**src/rtl/iob_pbus_merge_arbiter.sv**
```systemverilog
// Round-robin merge of N IOb managers onto one subordinate, one transaction in flight.
// Grant is registered (1-cycle arbitration); request/response paths are combinational through the grant.
module iob_pbus_merge_arbiter #(
    parameter int N      = 4,
    parameter int ADDR_W = 30,
    parameter int DATA_W = 32
) (
    input  logic                  clk_i,
    input  logic                  rst_i,
    input  logic [N-1:0]          m_iob_valid_i,
    input  logic [N*ADDR_W-1:0]   m_iob_addr_i,
    input  logic [N*DATA_W-1:0]   m_iob_wdata_i,
    input  logic [N*DATA_W/8-1:0] m_iob_wstrb_i,
    output logic [N-1:0]          m_iob_ready_o,
    output logic [N-1:0]          m_iob_rvalid_o,
    output logic [N*DATA_W-1:0]   m_iob_rdata_o,
    output logic                  s_iob_valid_o,
    output logic [ADDR_W-1:0]     s_iob_addr_o,
    output logic [DATA_W-1:0]     s_iob_wdata_o,
    output logic [DATA_W/8-1:0]   s_iob_wstrb_o,
    input  logic                  s_iob_ready_i,
    input  logic                  s_iob_rvalid_i,
    input  logic [DATA_W-1:0]     s_iob_rdata_i,
    output logic [N-1:0]          grant_o,
    output logic                  busy_o
);
    localparam int STRB_W = DATA_W / 8;
    localparam int PTR_W  = (N > 1) ? $clog2(N) : 1;
    localparam logic [PTR_W+1:0] N_EXT = (PTR_W + 2)'(N);

    localparam logic [1:0] IDLE   = 2'd0;
    localparam logic [1:0] GRANT  = 2'd1;
    localparam logic [1:0] WAIT_R = 2'd2;

    logic [1:0]        state, state_nxt;
    logic [PTR_W-1:0]  ptr, pick;
    logic [N-1:0]      pick_oh;
    logic              pick_vld;
    logic [PTR_W:0]    start, pick_off;
    logic [PTR_W+1:0]  pick_sum;
    logic [2*N-1:0]    req_dbl;
    logic [N-1:0]      req_rot;

    logic              g_vld;
    logic [ADDR_W-1:0] g_addr;
    logic [DATA_W-1:0] g_wdata;
    logic [STRB_W-1:0] g_wstrb;

    // Rotate the request vector so bit 0 is the manager after ptr, then take the lowest set bit.
    assign start    = {1'b0, ptr} + (PTR_W + 1)'(1);
    assign req_dbl  = {m_iob_valid_i, m_iob_valid_i} >> start;
    assign req_rot  = req_dbl[N-1:0];
    assign pick_vld = |m_iob_valid_i;

    always_comb begin
        pick_off = '0;
        for (int j = N - 1; j >= 0; j--) begin
            if (req_rot[j]) pick_off = (PTR_W + 1)'(j);
        end
        pick_sum = {1'b0, start} + {1'b0, pick_off};
        if (pick_sum >= N_EXT) pick_sum = pick_sum - N_EXT;
        pick = pick_sum[PTR_W-1:0];
        for (int k = 0; k < N; k++) pick_oh[k] = (pick == PTR_W'(k));
    end

    // ptr always holds the index of the current (or last) granted manager.
    always_comb begin
        g_vld   = 1'b0;
        g_addr  = '0;
        g_wdata = '0;
        g_wstrb = '0;
        for (int k = 0; k < N; k++) begin
            if (ptr == PTR_W'(k)) begin
                g_vld   = m_iob_valid_i[k];
                g_addr  = m_iob_addr_i[k*ADDR_W +: ADDR_W];
                g_wdata = m_iob_wdata_i[k*DATA_W +: DATA_W];
                g_wstrb = m_iob_wstrb_i[k*STRB_W +: STRB_W];
            end
        end
    end

    always_comb begin
        state_nxt = state;
        case (state)
            IDLE:    if (pick_vld) state_nxt = GRANT;
            GRANT: begin
                if (!g_vld)              state_nxt = IDLE;
                else if (s_iob_ready_i)  state_nxt = (|g_wstrb) ? IDLE : WAIT_R;
            end
            WAIT_R:  if (s_iob_rvalid_i) state_nxt = IDLE;
            default: state_nxt = IDLE;
        endcase
    end

    always_ff @(posedge clk_i) begin
        if (rst_i) begin
            state   <= IDLE;
            ptr     <= PTR_W'(N - 1);
            grant_o <= '0;
            busy_o  <= 1'b0;
        end else begin
            state  <= state_nxt;
            busy_o <= (state_nxt != IDLE);
            if (state == IDLE && pick_vld) begin
                ptr     <= pick;
                grant_o <= pick_oh;
            end else if (state_nxt == IDLE) begin
                grant_o <= '0;
            end
        end
    end

    always_comb begin
        s_iob_valid_o = (state == GRANT) && g_vld;
        s_iob_addr_o  = s_iob_valid_o ? g_addr  : '0;
        s_iob_wdata_o = s_iob_valid_o ? g_wdata : '0;
        s_iob_wstrb_o = s_iob_valid_o ? g_wstrb : '0;
        m_iob_rdata_o = '0;
        for (int k = 0; k < N; k++) begin
            m_iob_ready_o[k]  = (state == GRANT)  && (ptr == PTR_W'(k)) && s_iob_ready_i;
            m_iob_rvalid_o[k] = (state == WAIT_R) && (ptr == PTR_W'(k)) && s_iob_rvalid_i;
            if (state == WAIT_R && ptr == PTR_W'(k)) m_iob_rdata_o[k*DATA_W +: DATA_W] = s_iob_rdata_i;
        end
    end

endmodule

```
**config.mk**
```make
export PLATFORM = sky130hd
export DESIGN_NAME = iob_pbus_merge_arbiter
export DESIGN_NICKNAME = d
export VERILOG_FILES = /design/src/rtl/iob_pbus_merge_arbiter.sv
export SDC_FILE = /design/constraint.sdc
export NUM_CORES = 1
export LEC_CHECK = 0
export ABC_AREA = 1
export BUFFER_PORTS_ARGS = -buffer_cell sky130_fd_sc_hd__buf_2
export CAP_MARGIN = 0
export CORE_AREA = 2 2 198 200
export CTS_CLUSTER_SIZE = 24
export DETAILED_ROUTE_END_ITERATION = 6
export DIE_AREA = 0 0 200 202
export GPL_TIMING_DRIVEN = 0
export PLACE_DENSITY = 0.3
export REMOVE_ABC_BUFFERS = 1
export SYNTH_ARGS = -nofsm -noshare
export SYNTH_HDL_FRONTEND = slang
export SYNTH_SLANG_ARGS = --single-unit
```
**constraint.sdc**
```tcl
create_clock -name clk_i -period 1.79 [get_ports clk_i]
set_input_delay 0.0895 -clock clk_i [delete_from_list [all_inputs] [get_ports clk_i]]
set_output_delay 0.0895 -clock clk_i [all_outputs]
set_load 0.02 [all_outputs]
```
==> impl_metrics.json, run 1 <==
{
  "place_hpwl_mm": 21.5,
  "slew-limit-headroom": 0.692,
  "fin_crit_sh": 1.08,
  "cp.arrival_ns": 1.84,
  "cts_made_buffers": 3,
  "placed_area_um2": 6350,
  "final-setup-viol-count": 127,
  "clk_root_buffer_cell": "clkbuf_16",
  "post-route-util": 0.278,
  "drive_gt1_frac": 0.734,
  "synth-xor-area-share": 0,
  "syn_to_final_growth_pct": 220,
  "hold_viol_final": 0,
  "grt_pass1_vias": 7088,
  "post-route-min-period_ns": 1.93,
  "core_area_um2": 38300,
  "clkSinkCount": 9,
  "synth_seq_area_share": 0.0540,
  "start_util": 0.0872,
  "globalRouteOverflowTotal": 0,
  "dp.cells": 1619,
  "synth_compound_area_frac": 0.369,
  "synthCells": 642,
  "drv_slew": 0,
  "p_leak_uw": 0.00481,
  "critPathKind": "reg2out",
  "cp-start-kind": "flop",
  "tritoncts": "built",
  "final_area_um2": 10700,
  "synth_enable_flop_cells": 0,
  "synth_ff_type": "dfxtp_1",
  "synth_simple_gate_area_share": 0.432,
  "drcViolationCount": 0,
  "ys_ff_latch": 9,
  "clk_latency_ns": 0.23,
  "end_kind": "output port",
  "io_buffer_count": 511,
  "met2_usage": 0.323,
  "gp_congestion": 0.801,
  "rsz0062_at_grt": "true",
  "routed_wirelength_mm": 37.9,
  "finalPower_uw": 10100,
  "placementRows": 72,
  "skew_ns": 0.00218,
  "fin_ws_ns": -0.144,
  "die-area_um2": 40400,
  "gr-usage-met1": 0.180,
  "vias": 7171,
  "max_freq_mhz": 517,
  "grtUsageMet3": 0.0239,
  "irDropWorstVdd_mv": 0.414,
  "die_y_um": 202,
  "nets": 1544,
  "grt_start_max_net_pins": 34,
  "violations": "setup timing",
  "ant_nets": 0,
  "path_max_fanout": 7,
  "ioPinCount": 512,
  "hold_path_class": "in2reg",
  "pwr_density_cell_nw_per_um2": 948,
  "synthesis.area_um2": 3340,
  "worst_pin_slew_ns": 0.462,
  "yosys.area_share.adder": 0.00375,
  "async_flop_share": 0,
  "avgSynthCellArea_um2": 5.20,
  "grt_pass1_wl_mm": 47.8,
  "ys_warn_count": 0,
  "required_ns": 1.70,
  "cap_violations": 0,
  "grt_use_total": 0.163,
  "n_fill_cell": 4218,
  "drt_pre_antenna_iters": 4,
  "outcome": "finished, violations left",
  "vias_per_cell": 4.08,
  "die_w_um": 200,
  "instances_no_fill": 1757,
  "antenna_found_initial": 2,
  "path_clk_slew_ns": 0.04,
  "top_usage_layer": "met2",
  "ctsHoldBuffers": 0,
  "avgRoutedWirePerCell_um": 21.6,
  "synthMuxAreaShare": 0,
  "drtIter0Drc": 203,
  "synth_top_family_by_area": "simple AND/OR/NAND/NOR gates",
  "htreeDepth": 1,
  "clockBufferDepth": 2,
  "synth.distinct_cells": 34
}
sequential cells by signal, summed over array words and instances (netlist names):
| register | cells |
|---|---|
| grant_o | 4 |
| ptr | 2 |
| state | 2 |
| busy_o | 1 |
cell usage after synthesis, types with 2 or more instances:
cell / count / share of area
a311oi_1: 2 / 0.0053
nand3_2: 6 / 0.018
a21oi_1: 33 / 0.049
buf_2: 17 / 0.025
nor2_2: 3 / 0.0056
buf_6: 5 / 0.017
o21bai_1: 10 / 0.022
clkbuf_1: 31 / 0.035
inv_1: 48 / 0.054
nand2_4: 2 / 0.0067
nand3_1: 12 / 0.018
a211oi_1: 14 / 0.031
nand2_2: 2 / 0.0037
a221oi_1: 14 / 0.037
nand4_1: 6 / 0.011
nand2_1: 106 / 0.12
o21ai_1: 2 / 0.0030
o22ai_1: 25 / 0.047
o21ai_0: 49 / 0.073
inv_2: 3 / 0.0034
nor2_1: 211 / 0.24
a311oi_2: 21 / 0.094
dfxtp_1: 9 / 0.054
kinds of logic after synthesis:
group | after synthesis
adders and majority gates | 1
buffers and inverters | 108
AOI/OAI and AO/OA | 172
and+or+nand+nor | 352
DFF | 9
placed cells by master (no fill, tap or decap), drive strengths merged:
cell,n
clkbuf,4
a221oi,14
nand3b,1
nand3,19
a311oi,23
nor2,218
inv,54
o22ai,25
nand4,6
o21ai,51
clkinv,4
o21bai,10
nor3,1
nand2,130
a211oi,14
a21oi,33
clkinvlp,3
a31oi,1
o211ai,1
dfxtp,9
diode,1
buf,613
ha,1
bufbuf,3
report_power, final:
| part | leakage, uW | switching, uW | total (uW) | internal (uW) |
|---|---|---|---|---|
| Sequential | 0.0000745 | 91.6 | 360 | 268 |
| Clock | 0.0000382 | 92.9 | 390 | 297 |
| Combinational | 0.00469 | 5350 | 9350 | 4000 |
| Total | 0.00481 | 5540 | 10100 | 4570 |
final timing paths:
| check | depth (start not counted) | endpoint | slack (ns) | start |
|---|---|---|---|---|
| max | 10 | s_iob_wdata_o[8] | -0.14 | ptr[0]$_SDFFE_PP1P_ |
| min | 2 | grant_o[2]$_SDFFE_PP0P_ | 0.17 | rst_i |
| max reg2reg | 12 | grant_o[3]$_SDFFE_PP0P_ | -0.09 | ptr[0]$_SDFFE_PP1P_ |
| min reg2reg | 2 | grant_o[3]$_SDFFE_PP0P_ | 0.48 | grant_o[3]$_SDFFE_PP0P_ |
worst max-delay path: stages (launching register included):
cell and delay (ns):
dfxtp_4 0.47, buf_12 0.16, nand2_4 0.05, nand3_4 0.10
nand2_8 0.08, nand2_8 0.11, clkinvlp_4 0.15, buf_4 0.16
o21ai_2 0.05, a21oi_2 0.07, buf_4 0.17
layer usage:
layer / vias up / part of all wire
met5: - / 0
met4: 0 / 0.019
met3: 31 / 0.057
met2: 326 / 0.53
met1: 3419 / 0.39
li1: 3395 / -
what timing repair did:
action / in CTS / in global routing
hold endpoints to repair: 0 / 0
setup endpoints to repair: 211 / 177
cloned: 25 / 12
buffers inserted: 80 / 18
pin swaps: 45 / 42
resized for setup: 337 / 402
final cells by class:
class                   count  area, um^2  share of cell area
flip-flops and latches      9         188              0.0176
well taps                 518         648              0.0608
inverters                  53         287              0.0269
diodes                      1        2.50            0.000235
repair inverters            8         134              0.0126
clock buffers               4        78.8             0.00739
multi-input cells         548        4530               0.425
repair buffers            616        4790               0.449
through the flow:
stage	hold WS [ns]	setup slack (ns)	TNS [ns]
6_report	0.173	-0.144	-6.92
5_1_grt	0.196	-0.238	-17.95
4_1_cts	0.149	-0.166	-8.02
3_5_place_dp	0.380	-2.52	-326.20
3_3_place_gp	0.388	-6.26	-830.61
2_1_floorplan	0.159	-2.38	-285.46
(Power assumes the default switching activity.)
==> run 2: changes to the inputs <==
==> constraint.sdc (replaced) <==
create_clock -name clk_i -period 1.79 [get_ports clk_i]
set_input_delay 0.179 -clock clk_i [delete_from_list [all_inputs] [get_ports clk_i]]
set_output_delay 0.179 -clock clk_i [all_outputs]
set_load 0.02 [all_outputs]
==> run 2 against run 1 <==
Compared with the run above: the run still ends with setup timing left; worst hold slack better by 0.087 ns; combinational power is 0.5% lower; via count is 0.70% lower; clock skew is 0.0018 ns lower; maximum frequency is 3.6% lower; non-clock buffer count is 3 lower; largest cell class unchanged.
==> impl_metrics.json, run 2 (synthesis gave the netlist of run 1 again) <==
{
  "outcome": "finished, violations left",
  "p_clk_frac": 0.039,
  "vias": 7121,
  "drtIter0Drc": 193,
  "power_frac_comb": 0.925,
  "reg_top3": "grant_o: 4 flops, ptr: 2 flops, state: 2 flops",
  "holdPathEnd": "grant_o[2]$_SDFFE_PP0P_",
  "avgRoutedWirePerCell_um": 21.5,
  "min_path_cells": 2,
  "io_buffer_count": 511,
  "grt_pass1_vias": 7000,
  "placed_area_um2": 6350,
  "p_switching_uw": 5520,
  "path_max_fanout": 7,
  "ctsHoldBuffers": 0,
  "r2r_end": "grant_o[3]$_SDFFE_PP0P_",
  "htreeDepth": 1,
  "vias_per_cell": 4.06,
  "skew_ns": 0.000359,
  "seq_power_share": 0.036,
  "place_hpwl_mm": 21.5,
  "violations": "setup timing",
  "final_cell_mix": "327 x buf_2, 124 x buf_4, 121 x buf_6, 99 x nor2_4, 89 x nor2_1",
  "holdCritStartpoint": "rst_i",
  "fin_ws_ns": -0.216,
  "path_clk_slew_ns": 0.04,
  "antenna_cells": 0,
  "final-setup-viol-count": 174,
  "irDropWorstVdd_mv": 0.421,
  "ant_nets": 0,
  "finalPower_uw": 10100,
  "largest_register_ff_count": 4,
  "die_y_um": 202,
  "critPathKind": "reg2out",
  "drt_pre_antenna_iters": 4,
  "pwr_density_cell_nw_per_um2": 935,
  "clk_latency_ns": 0.23,
  "regMostFlops": "grant_o",
  "globalRouteOverflowTotal": 0,
  "slew-limit-headroom": 0.680,
  "clockBufferDepth": 2,
  "die_w_um": 200,
  "post-route-min-period_ns": 2.01,
  "core_area_um2": 38300,
  "syn_to_final_growth_pct": 222,
  "power.internal_uw": 4540,
  "p_leak_uw": 0.00473,
  "antenna_found_initial": 1,
  "max_freq_mhz": 498,
  "nets": 1542,
  "drive_gt1_frac": 0.735,
  "start_util": 0.0872,
  "cp-start-kind": "flop",
  "drv_slew": 0,
  "layout_commonest_cell": "buf_2",
  "cts_made_buffers": 3,
  "gp_congestion": 0.801,
  "end_kind": "output port",
  "placementRows": 72,
  "cp.arrival_ns": 1.83,
  "die-area_um2": 40400,
  "grt_pass1_wl_mm": 47.0,
  "drcViolationCount": 0,
  "final_area_um2": 10800,
  "setup_tns_ns": -24.42,
  "grt_start_max_net_pins": 34,
  "hold_viol_final": 0,
  "switching_share": 0.549,
  "cap_violations": 0,
  "required_ns": 1.61,
  "rsz0062_at_grt": "true",
  "rr_startpoint": "ptr[0]$_SDFFE_PP1P_",
  "r2r_slack_ns": -0.16,
  "ioPinCount": 512,
  "routed_wirelength_mm": 37.7,
  "tritoncts": "built",
  "grt_use_total": 0.161,
  "clk_root_buffer_cell": "clkbuf_16",
  "worst_pin_slew_ns": 0.478,
  "clkSinkCount": 9,
  "hold_path_class": "in2reg",
  "r2r_cells": 11,
  "fin_crit_sh": 1.12
}
## run 2: cell count changes in the layout (fill, tap and decap cells not counted), sizes merged
cell	previous run	this run
buf	613	610
clkinv	4	3
diode	1	0
inv	54	55
nand2	130	131
## run 2: metrics by stage
stage	hold WS (ns)	util	setup WS, ns	instances
floorplan	0.248	-	-2.47	587
global placement	0.474	0.164	-6.34	1616
detailed placement	0.469	0.166	-2.60	1619
CTS	0.263	0.224	-0.235	1716
global route	0.284	0.281	-0.315	1754
finish	0.260	0.281	-0.216	1754
## run 2: power by group through the flow
stage                     Sequential, uW  Clock, uW  Combinational, uW
after global routing                 374        405               9960
after CTS                            359        396               8010
after detailed placement             423          0               4600
after global placement               566          0               4000
after floorplan                      481          0               2540
final                                361        392               9300
## run 2: metal layers
layer / vias up / GRT usage / wire length (um)
li1: 3395 / - / -
met1: 3356 / 0.177 / 14500
met3: 38 / 0.0229 / 2380
met5: - / 0 / 13
met2: 330 / 0.319 / 20000
met4: 2 / 0.0328 / 827
## run 2: how the worst max path moves through the flow
stage	from	to	slack, ns	cells after the start
2_1_floorplan	ptr[0]$_SDFFE_PP1P_	m_iob_rdata_o[100]	-2.47	4
3_3_place_gp	ptr[1]$_SDFFE_PP1P_	m_iob_rdata_o[99]	-6.34	5
3_5_place_dp	ptr[1]$_SDFFE_PP1P_	s_iob_wdata_o[29]	-2.60	7
4_1_cts	ptr[0]$_SDFFE_PP1P_	s_iob_wdata_o[29]	-0.23	9
5_1_grt	ptr[0]$_SDFFE_PP1P_	s_iob_wdata_o[24]	-0.32	10
6_report	ptr[0]$_SDFFE_PP1P_	s_iob_wdata_o[9]	-0.22	8
## run 2: timing repair
action / CTS / global route
setup buffers: 70 / 26
resized for setup: 317 / 445
endpoints found under the setup margin: 212 / 210
gates cloned: 24 / 13
endpoints found under the hold margin: 0 / 0
pin swaps: 32 / 40
## run 2: layout make-up
class                   instances  area [um^2]
fillers                      4220        27500
repair buffers                613         4800
clock buffers                   4         78.8
flip-flops and latches          9          188
multi-input cells             549         4640
well taps                     518          648
repair inverters                8          105
inverters                      53          297
## run 2: worst max-delay path, stage by stage (launching register included)
cell      delay, ns
dfxtp_4        0.48
buf_12         0.16
nor2_4         0.04
buf_12         0.15
inv_16         0.09
o22ai_1        0.06
o21bai_1       0.17
a21oi_2        0.23
buf_4          0.19
==> run 3: changes to the inputs <==
--- a/config.mk
+++ b/config.mk
@@ -5,14 +5,13 @@
 export SDC_FILE = /design/constraint.sdc
 export NUM_CORES = 1
 export LEC_CHECK = 0
-export ABC_AREA = 1
 export BUFFER_PORTS_ARGS = -buffer_cell sky130_fd_sc_hd__buf_2
 export CAP_MARGIN = 0
-export CORE_AREA = 2 2 198 200
+export CORE_AREA = 2 2 201 203
 export CTS_CLUSTER_SIZE = 24
 export DETAILED_ROUTE_END_ITERATION = 6
-export DIE_AREA = 0 0 200 202
-export GPL_TIMING_DRIVEN = 0
+export DIE_AREA = 0 0 203 205
+export GPL_TIMING_DRIVEN = 1
 export PLACE_DENSITY = 0.3
 export REMOVE_ABC_BUFFERS = 1
 export SYNTH_ARGS = -nofsm -noshare
==> run 3 against run 2 <==
Compared with the run above: the run still ends with setup timing left; wire length is 28% lower; area after synthesis grew 5.0%; highest routed layer unchanged; core utilization is 5.3 points lower; critical endpoint is now s_iob_wdata_o[28]; via count is 24% lower; worst setup slack better by 0.0084 ns; register-to-register slack about the same; total power shrank 58%; global-route usage is 5.6 points lower; design area is 17% lower; clock-buffer cell count is the same; clock skew up 0.0020 ns.
==> impl_metrics.json, run 3 <==
{
  "async_flop_share": 0,
  "drt_pre_antenna_iters": 4,
  "irDropWorstVdd_mv": 0.356,
  "r2r_slack_ns": -0.17,
  "grt_start_max_net_pins": 61,
  "clk_root_buffer_cell": "clkbuf_16",
  "violations": "setup timing",
  "min_path_cells": 2,
  "synthCells": 385,
  "clk_latency_ns": 0.23,
  "fin_crit_sh": 1.12,
  "worst_pin_slew_ns": 0.373,
  "routed_wirelength_mm": 27.3,
  "outcome": "finished, violations left",
  "rsz0062_at_grt": "true",
  "core_area_um2": 39400,
  "clkSinkCount": 9,
  "gp_congestion": 0.908,
  "reg_top3": "grant_o: 4 flops, ptr: 2 flops, state: 2 flops",
  "layout_commonest_cell": "buf_2",
  "rr_startpoint": "ptr[0]$_SDFFE_PP1P_",
  "synth_seq_area_share": 0.0514,
  "synth.top_cells.by_count": "198 x and2_1, 66 x mux4_2, 30 x clkbuf_1",
  "r2r_cells": 7,
  "htreeDepth": 1,
  "avgSynthCellArea_um2": 9.10,
  "post-place-ws_ns": -0.327,
  "cap_violations": 0,
  "io_buffer_count": 511,
  "synth.distinct_cells": 38,
  "die_y_um": 205,
  "holdPathEnd": "state[1]$_SDFF_PP0_",
  "drive_gt1_frac": 0.851,
  "clockBufferDepth": 2,
  "path_clk_slew_ns": 0.04,
  "start_util": 0.0890,
  "n_fill_cell": 4370,
  "drv_slew": 0,
  "drtIter0Drc": 155,
  "ioPinCount": 512,
  "grt_use_total": 0.105,
  "vias": 5377,
  "final_area_um2": 8960,
  "post-route-min-period_ns": 2.00,
  "ant_nets": 0,
  "globalRouteOverflowTotal": 0,
  "netlist_top_cells_area": "mux4_2 42%, and2_1 35%, dfxtp_1 5.1%, clkbuf_1 3.2%, nor2_1 1.7%",
  "synth_top_area_cell": "mux4_2",
  "fin_ws_ns": -0.208,
  "synthesis.area_um2": 3500,
  "synth.top_cell.area_share": 0.424,
  "max_freq_mhz": 501,
  "hold_path_class": "in2reg",
  "synth_ff_type": "dfxtp_1",
  "place_hpwl_mm": 20.7,
  "ctsHoldBuffers": 0,
  "final_cell_mix": "380 x buf_2, 134 x buf_6, 113 x and2_4, 85 x and2_1, 66 x mux4_2",
  "pwr_density_cell_nw_per_um2": 469,
  "ys_ff_latch": 9,
  "grt_pass1_vias": 5278,
  "nets": 1238,
  "hold_viol_final": 0,
  "synth_enable_flop_cells": 0,
  "cp.arrival_ns": 1.82,
  "regMostFlops": "grant_o",
  "slew-limit-headroom": 0.749,
  "cp-start-kind": "flop",
  "placed_area_um2": 6990,
  "avgRoutedWirePerCell_um": 18.7,
  "holdCritStartpoint": "rst_i",
  "synth.most_common_cell": "and2_1",
  "r2r_end": "grant_o[3]$_SDFFE_PP0P_",
  "antenna_found_initial": 11,
  "path_max_fanout": 12,
  "tritoncts": "built",
  "skew_ns": 0.00232,
  "required_ns": 1.61,
  "largest_register_ff_count": 4,
  "critPathKind": "reg2out",
  "drcViolationCount": 0,
  "vias_per_cell": 3.69,
  "p_leak_uw": 0.00448,
  "final-setup-viol-count": 143,
  "die-area_um2": 41600,
  "ys_warn_count": 0,
  "cts_made_buffers": 3,
  "grt_pass1_wl_mm": 33.1,
  "end_kind": "output port",
  "syn_to_final_growth_pct": 156,
  "die_w_um": 203,
  "placementRows": 73
}
run 3: cell types whose count changed after synthesis, moves of 27 or more:
cell / before / now
nand2_1: 106 / 6
o21ai_0: 49 / 3
and2_1: 0 / 198
mux4_2: 0 / 66
inv_1: 48 / 4
nor2_1: 211 / 16
a21oi_1: 33 / 6
run 3: critical path, cell delays in order (launching register included):
cell	delay (ns)
dfxtp_4	0.39
buf_12	0.15
buf_12	0.17
mux4_2	0.52
and2_1	0.18
buf_2	0.15
run 3: how the worst max path moves through the flow:
stage	from	end	slack (ns)	cells after the start
6_report	ptr[0]$_SDFFE_PP1P_	s_iob_wdata_o[28]	-0.21	5
2_1_floorplan	ptr[0]$_SDFFE_PP1P_	s_iob_addr_o[0]	-3.76	3
4_1_cts	ptr[0]$_SDFFE_PP1P_	s_iob_wdata_o[30]	-0.25	9
3_5_place_dp	ptr[0]$_SDFFE_PP1P_	s_iob_wstrb_o[2]	-0.33	8
3_3_place_gp	ptr[0]$_SDFFE_PP1P_	s_iob_wstrb_o[2]	-0.29	8
5_1_grt	ptr[0]$_SDFFE_PP1P_	grant_o[3]$_SDFFE_PP0P_	-0.28	7
run 3: area by class of cell:
cell class | instances | area, um^2 | share of cell area
diodes | 2 | 5.00 | 0.000559
clock buffers | 4 | 78.8 | 0.00880
inverters | 4 | 15.0 | 0.00168
multi-input cells | 330 | 3530 | 0.394
flip-flops and latches | 9 | 188 | 0.0209
well taps | 525 | 657 | 0.0733
repair buffers | 585 | 4480 | 0.501
run 3: per-layer routing:
layer,track usage,part of all wire,up-vias
met2,0.199,0.52,279
met3,0.0450,0.096,30
met1,0.111,0.37,2580
met5,0,0.0034,-
met4,0.00834,0.0085,14
li1,-,-,2474
run 3: kinds of logic after synthesis:
kind of cell	count (synthesis)	share of synthesized area
buffers and inverters	46	0.0550
DFF	9	0.0514
xor gates and xnor gates	1	0.00250
AOI/OAI and AO/OA	26	0.0546
adders and majority gates	1	0.00357
and+or+nand+nor	235	0.405
muxes	67	0.428
run 3: per-stage QoR:
stage          setup TNS [ns]  power [uW]   util  hold WS, ns  std cells
5_1_grt                -27.60        4480  0.227        0.249       1457
3_5_place_dp            -9.37        3150  0.178        0.468       1419
3_3_place_gp            -8.40        3170  0.178        0.474       1419
2_1_floorplan         -643.74        1990      -        0.248        343
6_report               -15.14        4200  0.228        0.237       1459
4_1_cts                -19.17        3790  0.186        0.237       1432
run 3: power by group:
group / internal (uW) / leakage, uW / switching (uW)
Sequential: 242 / 0.0000745 / 38.5
Combinational: 1980 / 0.00437 / 1560
Clock: 297 / 0.0000382 / 90.6
run 3: what timing repair did:
action | 4_1_cts | 5_1_grt
buffers inserted | 7 | 13
gates cloned | 2 | 18
gates resized for setup | 36 | 389
pin swaps | 3 | 53
setup endpoints to repair | 206 | 207
